$ cat src/rtl/multicycle_controller_pkg.sv
//============================================================================
// Module      : mc_pkg
// Description : Shared types and encodings for the multicycle CPU controller.
// Revision    : 1.0 - initial release
//============================================================================
`default_nettype none

package mc_pkg;

  typedef enum logic [3:0] {
    S_IF  = 4'd0,
    S_ID  = 4'd1,
    S_MRD = 4'd2,
    S_MWB = 4'd3,
    S_MWR = 4'd4,
    S_JMP = 4'd5,
    S_BRZ = 4'd6,
    S_EXC = 4'd7,
    S_WBC = 4'd8,
    S_EXI = 4'd9,
    S_WBI = 4'd10
  } state_t;

  localparam logic [2:0] C_OP_LOAD  = 3'b000;
  localparam logic [2:0] C_OP_STORE = 3'b001;
  localparam logic [2:0] C_OP_JUMP  = 3'b010;
  localparam logic [2:0] C_OP_BRZ   = 3'b011;
  localparam logic [2:0] C_OP_TYPEC = 3'b100;
  localparam logic [2:0] C_OP_ADDI  = 3'b101;
  localparam logic [2:0] C_OP_SUBI  = 3'b110;
  localparam logic [2:0] C_OP_ANDI  = 3'b111;

  localparam logic [1:0] C_SRCB_RI  = 2'b00;
  localparam logic [1:0] C_SRCB_ONE = 2'b01;
  localparam logic [1:0] C_SRCB_IMM = 2'b10;

  localparam logic [2:0] C_ALU_ADD   = 3'b000;
  localparam logic [2:0] C_ALU_SUB   = 3'b001;
  localparam logic [2:0] C_ALU_AND   = 3'b010;
  localparam logic [2:0] C_ALU_TYPEC = 3'b111;

  // Bundle of every datapath strobe and mux select driven by the controller.
  typedef struct packed {
    logic       pcWrite;
    logic       irWrite;
    logic       memRead;
    logic       memWrite;
    logic       iOrD;
    logic       regWrite;
    logic       regDst;
    logic       memToReg;
    logic       aluSrcA;
    logic [1:0] aluSrcB;
    logic [2:0] aluOp;
    logic       pcSrc;
  } ctl_t;

  function automatic logic [2:0] imm_alu_op(input logic [2:0] opc);
    case (opc)
      C_OP_SUBI: imm_alu_op = C_ALU_SUB;
      C_OP_ANDI: imm_alu_op = C_ALU_AND;
      default:   imm_alu_op = C_ALU_ADD;
    endcase
  endfunction

endpackage

`default_nettype wire

$ cat src/rtl/multicycle_controller_if.sv
//============================================================================
// Module      : multicycle_controller_if
// Description : Controller <-> datapath bus: status flags in, strobes out.
// Revision    : 1.0 - initial release
//============================================================================
`default_nettype none

interface multicycle_controller_if #(
  parameter int OPC_W = 3
);
  logic [OPC_W-1:0] opcode;
  logic             zero;
  logic             noOp;
  logic             moveTo;
  logic             memReady;

  logic             pcWrite;
  logic             irWrite;
  logic             memRead;
  logic             memWrite;
  logic             iOrD;
  logic             regWrite;
  logic             regDst;
  logic             memToReg;
  logic             aluSrcA;
  logic [1:0]       aluSrcB;
  logic [2:0]       aluOp;
  logic             pcSrc;

  modport master (
    input  opcode, zero, noOp, moveTo, memReady,
    output pcWrite, irWrite, memRead, memWrite, iOrD, regWrite, regDst,
           memToReg, aluSrcA, aluSrcB, aluOp, pcSrc
  );

  modport slave (
    output opcode, zero, noOp, moveTo, memReady,
    input  pcWrite, irWrite, memRead, memWrite, iOrD, regWrite, regDst,
           memToReg, aluSrcA, aluSrcB, aluOp, pcSrc
  );
endinterface

`default_nettype wire

$ cat src/rtl/multicycle_controller.sv
//============================================================================
// Module      : multicycle_controller
// Description : Main sequencing FSM of the multicycle CPU. Optional macro
//               MC_CTRL_PERF_EN adds the retired-instruction counter.
// Revision    : 1.0 - initial release
//============================================================================
`default_nettype none

module multicycle_controller
  import mc_pkg::*;
#(
  parameter int OPC_W = 3
) (
  input  logic                   clk,
  input  logic                   rst,
  multicycle_controller_if.master bus
`ifdef MC_CTRL_PERF_EN
  ,
  output logic [15:0]            retired
`endif
);

  state_t           r_state;
  ctl_t             w_ctl;
  logic [OPC_W-1:0] w_opc;

  assign w_opc = bus.opcode;

  always_ff @(posedge clk or posedge rst) begin
    if (rst) begin
      r_state <= S_IF;
    end else begin
      case (r_state)
        S_IF:  if (bus.memReady) r_state <= S_ID;
        S_ID: begin
          case (w_opc)
            C_OP_LOAD:                      r_state <= S_MRD;
            C_OP_STORE:                     r_state <= S_MWR;
            C_OP_JUMP:                      r_state <= S_JMP;
            C_OP_BRZ:                       r_state <= S_BRZ;
            C_OP_TYPEC:                     r_state <= S_EXC;
            C_OP_ADDI, C_OP_SUBI, C_OP_ANDI: r_state <= S_EXI;
            default:                        r_state <= S_IF;
          endcase
        end
        S_MRD: if (bus.memReady) r_state <= S_MWB;
        S_MWB: r_state <= S_IF;
        S_MWR: if (bus.memReady) r_state <= S_IF;
        S_JMP: r_state <= S_IF;
        S_BRZ: r_state <= S_IF;
        S_EXC: r_state <= bus.noOp ? S_IF : S_WBC;
        S_WBC: r_state <= S_IF;
        S_EXI: r_state <= S_WBI;
        S_WBI: r_state <= S_IF;
        default: r_state <= S_IF;
      endcase
    end
  end

  // Strobes are decoded from the state; the few input-qualified ones (fetch
  // loads, branch, move target) follow their flags within the same cycle.
  always_comb begin
    w_ctl = '0;
    case (r_state)
      S_IF: begin
        w_ctl.memRead = 1'b1;
        w_ctl.aluSrcB = C_SRCB_ONE;
        w_ctl.aluOp   = C_ALU_ADD;
        w_ctl.irWrite = bus.memReady;
        w_ctl.pcWrite = bus.memReady;
      end
      S_MRD: begin
        w_ctl.memRead = 1'b1;
        w_ctl.iOrD    = 1'b1;
      end
      S_MWB: begin
        w_ctl.regWrite = 1'b1;
        w_ctl.memToReg = 1'b1;
      end
      S_MWR: begin
        w_ctl.memWrite = 1'b1;
        w_ctl.iOrD     = 1'b1;
      end
      S_JMP: begin
        w_ctl.pcWrite = 1'b1;
        w_ctl.pcSrc   = 1'b1;
      end
      S_BRZ: begin
        w_ctl.pcWrite = bus.zero;
        w_ctl.pcSrc   = 1'b1;
      end
      S_EXC: begin
        w_ctl.aluOp   = C_ALU_TYPEC;
        w_ctl.aluSrcA = 1'b1;
        w_ctl.aluSrcB = C_SRCB_RI;
      end
      S_WBC: begin
        w_ctl.aluOp    = C_ALU_TYPEC;
        w_ctl.aluSrcA  = 1'b1;
        w_ctl.aluSrcB  = C_SRCB_RI;
        w_ctl.regWrite = 1'b1;
        w_ctl.regDst   = bus.moveTo;
      end
      S_EXI: begin
        w_ctl.aluSrcA = 1'b1;
        w_ctl.aluSrcB = C_SRCB_IMM;
        w_ctl.aluOp   = imm_alu_op(w_opc);
      end
      S_WBI: begin
        w_ctl.aluSrcA  = 1'b1;
        w_ctl.aluSrcB  = C_SRCB_IMM;
        w_ctl.aluOp    = imm_alu_op(w_opc);
        w_ctl.regWrite = 1'b1;
      end
      default: ;
    endcase
    if (rst) w_ctl = '0;
  end

  assign bus.pcWrite  = w_ctl.pcWrite;
  assign bus.irWrite  = w_ctl.irWrite;
  assign bus.memRead  = w_ctl.memRead;
  assign bus.memWrite = w_ctl.memWrite;
  assign bus.iOrD     = w_ctl.iOrD;
  assign bus.regWrite = w_ctl.regWrite;
  assign bus.regDst   = w_ctl.regDst;
  assign bus.memToReg = w_ctl.memToReg;
  assign bus.aluSrcA  = w_ctl.aluSrcA;
  assign bus.aluSrcB  = w_ctl.aluSrcB;
  assign bus.aluOp    = w_ctl.aluOp;
  assign bus.pcSrc    = w_ctl.pcSrc;

`ifdef MC_CTRL_PERF_EN
  logic        w_retire;
  logic [15:0] r_retired;

  always_comb begin
    w_retire = 1'b0;
    case (r_state)
      S_MWB, S_JMP, S_BRZ, S_WBC, S_WBI: w_retire = 1'b1;
      S_MWR:                             w_retire = bus.memReady;
      S_EXC:                             w_retire = bus.noOp;
      default:                           w_retire = 1'b0;
    endcase
  end

  always_ff @(posedge clk or posedge rst) begin
    if (rst) begin
      r_retired <= '0;
    end else if (w_retire) begin
      r_retired <= r_retired + 16'd1;
    end
  end

  assign retired = r_retired;
`endif

endmodule

`default_nettype wire
$ cat src/flat_wrapper.sv
// flat-port wrapper written by rule: the top's interface ports become plain ports
module multicycle_controller_flat import mc_pkg::*;
#(
  parameter int OPC_W = 3
)
  (clk, rst, bus_opcode, bus_zero, bus_noOp, bus_moveTo, bus_memReady, bus_pcWrite, bus_irWrite, bus_memRead, bus_memWrite, bus_iOrD, bus_regWrite, bus_regDst, bus_memToReg, bus_aluSrcA, bus_aluSrcB, bus_aluOp, bus_pcSrc);
  multicycle_controller_if #(.OPC_W(OPC_W)) bus_i ();
  input  logic clk;
  input  logic rst;
  input wire logic [$bits(bus_i.opcode)-1:0] bus_opcode;
  input wire logic [$bits(bus_i.zero)-1:0] bus_zero;
  input wire logic [$bits(bus_i.noOp)-1:0] bus_noOp;
  input wire logic [$bits(bus_i.moveTo)-1:0] bus_moveTo;
  input wire logic [$bits(bus_i.memReady)-1:0] bus_memReady;
  output wire logic [$bits(bus_i.pcWrite)-1:0] bus_pcWrite;
  output wire logic [$bits(bus_i.irWrite)-1:0] bus_irWrite;
  output wire logic [$bits(bus_i.memRead)-1:0] bus_memRead;
  output wire logic [$bits(bus_i.memWrite)-1:0] bus_memWrite;
  output wire logic [$bits(bus_i.iOrD)-1:0] bus_iOrD;
  output wire logic [$bits(bus_i.regWrite)-1:0] bus_regWrite;
  output wire logic [$bits(bus_i.regDst)-1:0] bus_regDst;
  output wire logic [$bits(bus_i.memToReg)-1:0] bus_memToReg;
  output wire logic [$bits(bus_i.aluSrcA)-1:0] bus_aluSrcA;
  output wire logic [$bits(bus_i.aluSrcB)-1:0] bus_aluSrcB;
  output wire logic [$bits(bus_i.aluOp)-1:0] bus_aluOp;
  output wire logic [$bits(bus_i.pcSrc)-1:0] bus_pcSrc;
  assign bus_i.opcode = bus_opcode;
  assign bus_i.zero = bus_zero;
  assign bus_i.noOp = bus_noOp;
  assign bus_i.moveTo = bus_moveTo;
  assign bus_i.memReady = bus_memReady;
  assign bus_pcWrite = bus_i.pcWrite;
  assign bus_irWrite = bus_i.irWrite;
  assign bus_memRead = bus_i.memRead;
  assign bus_memWrite = bus_i.memWrite;
  assign bus_iOrD = bus_i.iOrD;
  assign bus_regWrite = bus_i.regWrite;
  assign bus_regDst = bus_i.regDst;
  assign bus_memToReg = bus_i.memToReg;
  assign bus_aluSrcA = bus_i.aluSrcA;
  assign bus_aluSrcB = bus_i.aluSrcB;
  assign bus_aluOp = bus_i.aluOp;
  assign bus_pcSrc = bus_i.pcSrc;
  multicycle_controller #(.OPC_W(OPC_W)) u_core (.clk(clk), .rst(rst), .bus(bus_i));
endmodule
$ cat config.mk
export PLATFORM = sky130hd
export DESIGN_NAME = multicycle_controller_flat
export DESIGN_NICKNAME = d
export VERILOG_FILES = /design/src/rtl/multicycle_controller_pkg.sv /design/src/rtl/multicycle_controller_if.sv /design/src/rtl/multicycle_controller.sv /design/src/flat_wrapper.sv
export SDC_FILE = /design/constraint.sdc
export NUM_CORES = 1
export LEC_CHECK = 0
export BUFFER_PORTS_ARGS = -buffer_cell sky130_fd_sc_hd__buf_4
export CAP_MARGIN = 5
export CORE_AREA = 2 2 39 41
export DETAILED_ROUTE_END_ITERATION = 7
export DIE_AREA = 0 0 41 43
export PLACE_DENSITY = 0.71
export SETUP_SLACK_MARGIN = 0.5
export SYNTH_ARGS = -nofsm -noshare
export SYNTH_HDL_FRONTEND = slang
export SYNTH_SLANG_ARGS = --single-unit
$ cat constraint.sdc
create_clock -name clk -period 3.2 [get_ports clk]
set_input_delay 0.64 -clock clk [delete_from_list [all_inputs] [get_ports clk]]
set_output_delay 0.64 -clock clk [all_outputs]
set_load 0.1 [all_outputs]
== Word level (Yosys, flattened, before mapping) ==
Memories as Yosys holds them, arrays and structs flattened.
Cells that the tools add are included.
Operators by class
  equality and inequality tests: 15
  muxes and demuxes: 18
  reductions and logical operators: 9
Operators by type and width (count)
  $pmux 4 s6: 1
  $eq 4x3->1 const B: 4
  $mux 4: 4
  $mux 15: 1
  $pmux 5 s3: 1
  $eq 4x4->1 const B: 3
  $reduce_or 2->1: 5
  $mux 1: 9
  $eq 4x2->1 const B: 2
  $eq 3x3->1 const B: 2
  $ne 2x2->1 const B: 3
  $eq 4x1->1 const B: 1
  $logic_not 4->1: 1
  $pmux 2 s2: 1
  $reduce_or 4->1: 1
  $pmux 1 s3: 1
  $reduce_and 3->1: 1
  $reduce_or 3->1: 1
Word-level totals
  input bits: 9
  ROM bits: 32
  register bits after elaboration: 4
  output and inout bits: 15
  word-level logic and storage cells: 44
  memories: 1
Memories
  (name not given): depth 8, width 4, rd ports 1, clocked after Yosys merged registers in 0, wr ports 0, RTL line multicycle_controller.sv:36  | case (w_opc)

== Depth between registers and ports, before layout ==
  depth after elaboration: 4
  gate-level depth with buffers: 5

== Worst setup path before layout ==
Ideal clock, no wire load.
  kind: input-to-output
  start point: input bus_zero
  end point: output bus_pcWrite
  data required time: 2.560 ns
  setup slack: -2.974 ns
  stages on the path: 3
  arrival time: 5.534 ns
  buffers on the path: 0
  cell sequence: and3_1 > a211oi_1 > a2111oi_0
Between the ends
  longest elaborated chain between the ends: 2
Ends and longest elaborated chain
  from (decl): RTL line flat_wrapper.sv:11  | input wire logic [$bits(bus_i.zero)-1:0] bus_zero;
  $pmux 1 s3: RTL line multicycle_controller.sv:64  | case (r_state)
  $mux 15: RTL line multicycle_controller.sv:117  | if (rst) w_ctl = '0;
  to (decl): RTL line flat_wrapper.sv:15  | output wire logic [$bits(bus_i.pcWrite)-1:0] bus_pcWrite;
No other way between the ends.

== Worst setup path after layout ==
  start point: register u_core.r_state[2]
  end point: output bus_aluSrcA
Between the ends
  longest elaborated chain between the ends: 4
Ends and longest elaborated chain
  from (decl): RTL line multicycle_controller.sv:23  | state_t r_state;
  from (signal assigned): RTL line multicycle_controller.sv:51  | S_EXC: r_state <= bus.noOp ? S_IF : S_WBC;
  $eq 4x3->1 or $eq 4x4->1 (tied branches): RTL line multicycle_controller.sv:64
  $reduce_or 4->1 (no source line) *
  $mux 1 *: RTL line multicycle_controller.sv:64
  $mux 15 *: RTL line multicycle_controller.sv:117
  to (decl): RTL line flat_wrapper.sv:23  | output wire logic [$bits(bus_i.aluSrcA)-1:0] bus_aluSrcA;
Mark *: on every way between the ends. The rest lies on a longest branch, timed or not.

==> summary.txt <==
Run
  – Number of maximum-capacitance violations: 0

Cells and area
  – Register bank with the most flops: u_core.r_state
  – Antenna diode count: 0
  – Layout Area Growth over Synthesis: 48.7%
  – Post-layout net count: 97
  – Fin cells: 98
  – Leading registers by flop count: u_core.r_state: 4 flops
  – Flip-flop count of the largest register after layout: 4
  – Final design instance area without fill: 779 um2
  – Fraction of layout instances using a drive strength above 1: 0.488

Floorplanning
  – Starting Density: 0.379
  – Core Box Area: 1380 um2
  – Die area: 1760 um2
  – Floorplan row count: 14
  – Count of boundary I/O pins: 24
  – Die Y-Extent: 43 um
  – Horiz. Die Dim: 41 um

GRT
  – Wire length of the first global-routing pass: 2040 um
  – Met2 GRT Util: 0.272
  – Most congested layer reported by global routing: met2
  – Via count of the first global-routing pass: 474
  – GR Layer Usage met3: 0.0314
  – Largest net degree at the start of global routing: 17
  – Number of antenna violations at the first check in global routing: 0
  – Overflow left after global routing: 0
  – Global routing usage on met1: 0.219
  – GRT Util Overall: 0.164

Critical path
  – Required arrival time at the worst endpoint: 2.56 ns
  – Crit-path cells: or4b_4, a21oi_4, or2_4, buf_4
  – Crit path launch type: flip-flop
  – Slowest stage cell, crit path: sky130_fd_sc_hd__or4b_4
  – Data arrival at the endpoint of the critical path: 1.98 ns
  – CP Max Fanout: 14
  – Crit path capture type: output port
  – Worst Setup Path Type: reg -> out
  – Longest individual stage delay on the worst path: 0.58 ns

Yosys
  – Top cell type by total area after synthesis: sky130_fd_sc_hd__dfrtp_1
  – Netlist area before placement: 524 um2
  – Post-Syn Instances: 62
  – Share of synthesized area occupied by flip-flops and latches: 0.191
  – Primary flip-flop cell chosen by synthesis mapping: sky130_fd_sc_hd__dfrtp_1
  – Seq cells post-synth: 4
  – Count of distinct cell types in the synthesized netlist: 34
  – Net count after synthesis: 75
  – Ranking of synthesized cells by area: sky130_fd_sc_hd__dfrtp_1, sky130_fd_sc_hd__ha_1, sky130_fd_sc_hd__nor2b_1, sky130_fd_sc_hd__mux2i_1, sky130_fd_sc_hd__inv_1
  – Share of flip-flops with an asynchronous set or reset: 1.00
  – Most frequent cell after synthesis: sky130_fd_sc_hd__nor2b_1
  – Average footprint of a synthesized cell: 8.46 um2
  – Most common library cells after synthesis: sky130_fd_sc_hd__nor2b_1, sky130_fd_sc_hd__inv_1, sky130_fd_sc_hd__dfrtp_1, sky130_fd_sc_hd__ha_1
  – Total number of yosys warnings: 0
  – Number of synthesized flops with an enable pin: 0
  – Share of Yosys cell area claimed by the top area cell type: 0.191

Clock tree
  – CTS Hold Buffers Added: 0
  – Cells resized by post-CTS repair: 0
  – Total setup buffers inserted after CTS: 0
  – CTS clock-pin slew for the worst setup and hold paths: 0.04 ns
  – Clock sinks: 4
  – Clock root buffer: sky130_fd_sc_hd__clkbuf_4
  – H-tree depth: 1
  – Maximum root-to-sink buffer count: 2
  – CTS tree: done
  – Skew-Pair Late Insertion Delay: 0.23 ns
  – CTS buffer count: 3

Route
  – Number of design-rule violations left by the first detailed-router iteration: 3
  – Vias after detailed routing: 533
  – Antenna violation net count after detailed routing: 0
  – Total wirelength of the detailed-routed design: 1300 um
  – Number of iterations in the first detailed-routing pass: 4
  – Post-detailed-route via-to-cell ratio: 5.44
  – Post-detailed-route DRC marker count: 0
  – Wire per inst: 13.3 um

Placement
  – Final weighted congestion of routability-driven global placement: 0.769
  – Number of I/O port buffers: 23
  – Post-placement cell count: 95
  – HPWL Detailed: 1010 um
  – Dpl cell area: 754 um2

Pwr
  – Leakage power: 0.349 nW
  – Maximum vdd drop: 0.448 mV
  – Power after layout: 0.807 mW
  – Total power divided by cell area: 1040 nW/um2

Hold path
  – Hold crit path type: in -> async

STA
  – Setup repair after global routing missed its margin: no
  – Hold WS: 0.396 ns
  – Final period demand of the worst path: 2.62 ns
  – Share of the clock period used by the worst path: 0.819
  – Post-Route Setup TNS: 0 ns
  – Max-slew violation count: 0
  – Count of final setup violators: 0
  – Final number of hold-violating endpoints: 0
  – Slew headroom: 0.636
  – Slew at the pin closest to its max-slew limit: 0.547 ns
  – Worst-case clock skew: 0.00150 ns
  – Achievable clock frequency: 382 MHz

Run status
  – Outcome: complete, no violations
-- placed cells by master, fill, tap and decap left out --
cell type / Yosys / layout
sky130_fd_sc_hd__ha_1: 4 / 4
sky130_fd_sc_hd__clkbuf_4: 0 / 3
sky130_fd_sc_hd__nor2_1: 2 / 2
sky130_fd_sc_hd__nand2b_1: 2 / 2
sky130_fd_sc_hd__dfrtp_2: 0 / 2
sky130_fd_sc_hd__nor4b_4: 0 / 1
sky130_fd_sc_hd__nor4_2: 0 / 2
sky130_fd_sc_hd__and2_1: 1 / 1
sky130_fd_sc_hd__buf_4: 1 / 23
sky130_fd_sc_hd__o21ai_0: 2 / 2
sky130_fd_sc_hd__and4_1: 1 / 1
sky130_fd_sc_hd__nand3b_1: 1 / 1
sky130_fd_sc_hd__o211ai_1: 1 / 1
sky130_fd_sc_hd__nor3_2: 0 / 2
sky130_fd_sc_hd__a31o_4: 0 / 2
sky130_fd_sc_hd__nor2b_1: 6 / 5
sky130_fd_sc_hd__a21oi_4: 1 / 1
sky130_fd_sc_hd__xnor2_1: 2 / 2
sky130_fd_sc_hd__or2_4: 0 / 1
sky130_fd_sc_hd__nor3_1: 3 / 1
sky130_fd_sc_hd__or4b_4: 1 / 1
sky130_fd_sc_hd__a21boi_0: 2 / 2
sky130_fd_sc_hd__and3_1: 2 / 2
sky130_fd_sc_hd__dfrtp_1: 4 / 2
sky130_fd_sc_hd__mux2i_1: 2 / 2
sky130_fd_sc_hd__a2111oi_4: 0 / 1
sky130_fd_sc_hd__nand4b_1: 1 / 1
sky130_fd_sc_hd__o2111ai_1: 1 / 1
sky130_fd_sc_hd__a211oi_1: 1 / 1
sky130_fd_sc_hd__o22ai_1: 1 / 1
sky130_fd_sc_hd__nor2b_2: 0 / 1
sky130_fd_sc_hd__or4_1: 1 / 1
sky130_fd_sc_hd__nand2_1: 1 / 1
sky130_fd_sc_hd__inv_1: 5 / 5
sky130_fd_sc_hd__and4b_1: 1 / 1
-- critical path, delay by kind of cell, from the launching register on --
family,cells,cell delay [ns]
AND/OR/NAND/NOR,2,0.72
AO/OA/AOI/OAI,1,0.19
flip-flops,1,0.56
buffers and inverters,1,0.28
-- final cells by class --
| cell class | count | area (um2) |
|---|---|---|
| Tap cell | 16 | 20.0 |
| Timing Repair Buffer | 23 | 173 |
| Inverter | 5 | 18.8 |
| Multi-Input combinational cell | 47 | 443 |
| Clock buffer | 3 | 22.5 |
| Fill cell | 136 | 604 |
| Sequential cell | 4 | 103 |
-- per-layer routing --
metal	part of all wire	wire, um
met5	0	0
met2	0.53	693
met4	0	0
met1	0.42	545
met3	0.046	60
-- where the power goes --
group          switching, mW  leakage [nW]  total, mW  internal (mW)
combinational          0.420         0.285      0.586          0.167
clock                 0.0178        0.0138     0.0595         0.0418
sequential            0.0893        0.0497      0.161         0.0721
-- through the flow --
stage / utilization / worst slack [ns]
final: 0.563 / 0.579
after global routing: 0.563 / 0.508
after CTS: 0.561 / 0.501
after detailed placement: 0.545 / 0.749
after global placement: 0.545 / 0.766
after floorplan: - / 0.0482
-- kinds of logic (layout without fill, tap and decap cells) --
family,Yosys count,count (layout),synth area share
simple gates,27,27,0.353
compound gates,12,12,0.186
buf+inv,11,31,0.103
fa+ha+maj,4,4,0.0955
flops,4,4,0.191
xor+xnor,2,2,0.0334
mux,2,2,0.0382
-- worst paths after layout --
check,slack (ns),depth (start not counted),end,start
worst min-delay path,0.40,2,u_core.r_state[3]$_DFFE_PP0P_,rst
worst min register to register,0.76,1,u_core.r_state[3]$_DFFE_PP0P_,u_core.r_state[0]$_DFFE_PP0P_
max in group asynchronous,2.63,2,u_core.r_state[0]$_DFFE_PP0P_,rst
worst max register to register,1.66,3,u_core.r_state[2]$_DFFE_PP0P_,u_core.r_state[2]$_DFFE_PP0P_
min in group clk,0.70,3,u_core.r_state[0]$_DFFE_PP0P_,bus_memReady
worst max-delay path,0.58,4,bus_aluSrcA,u_core.r_state[2]$_DFFE_PP0P_
No activity file was read; power rests on OpenSTA's default activity.
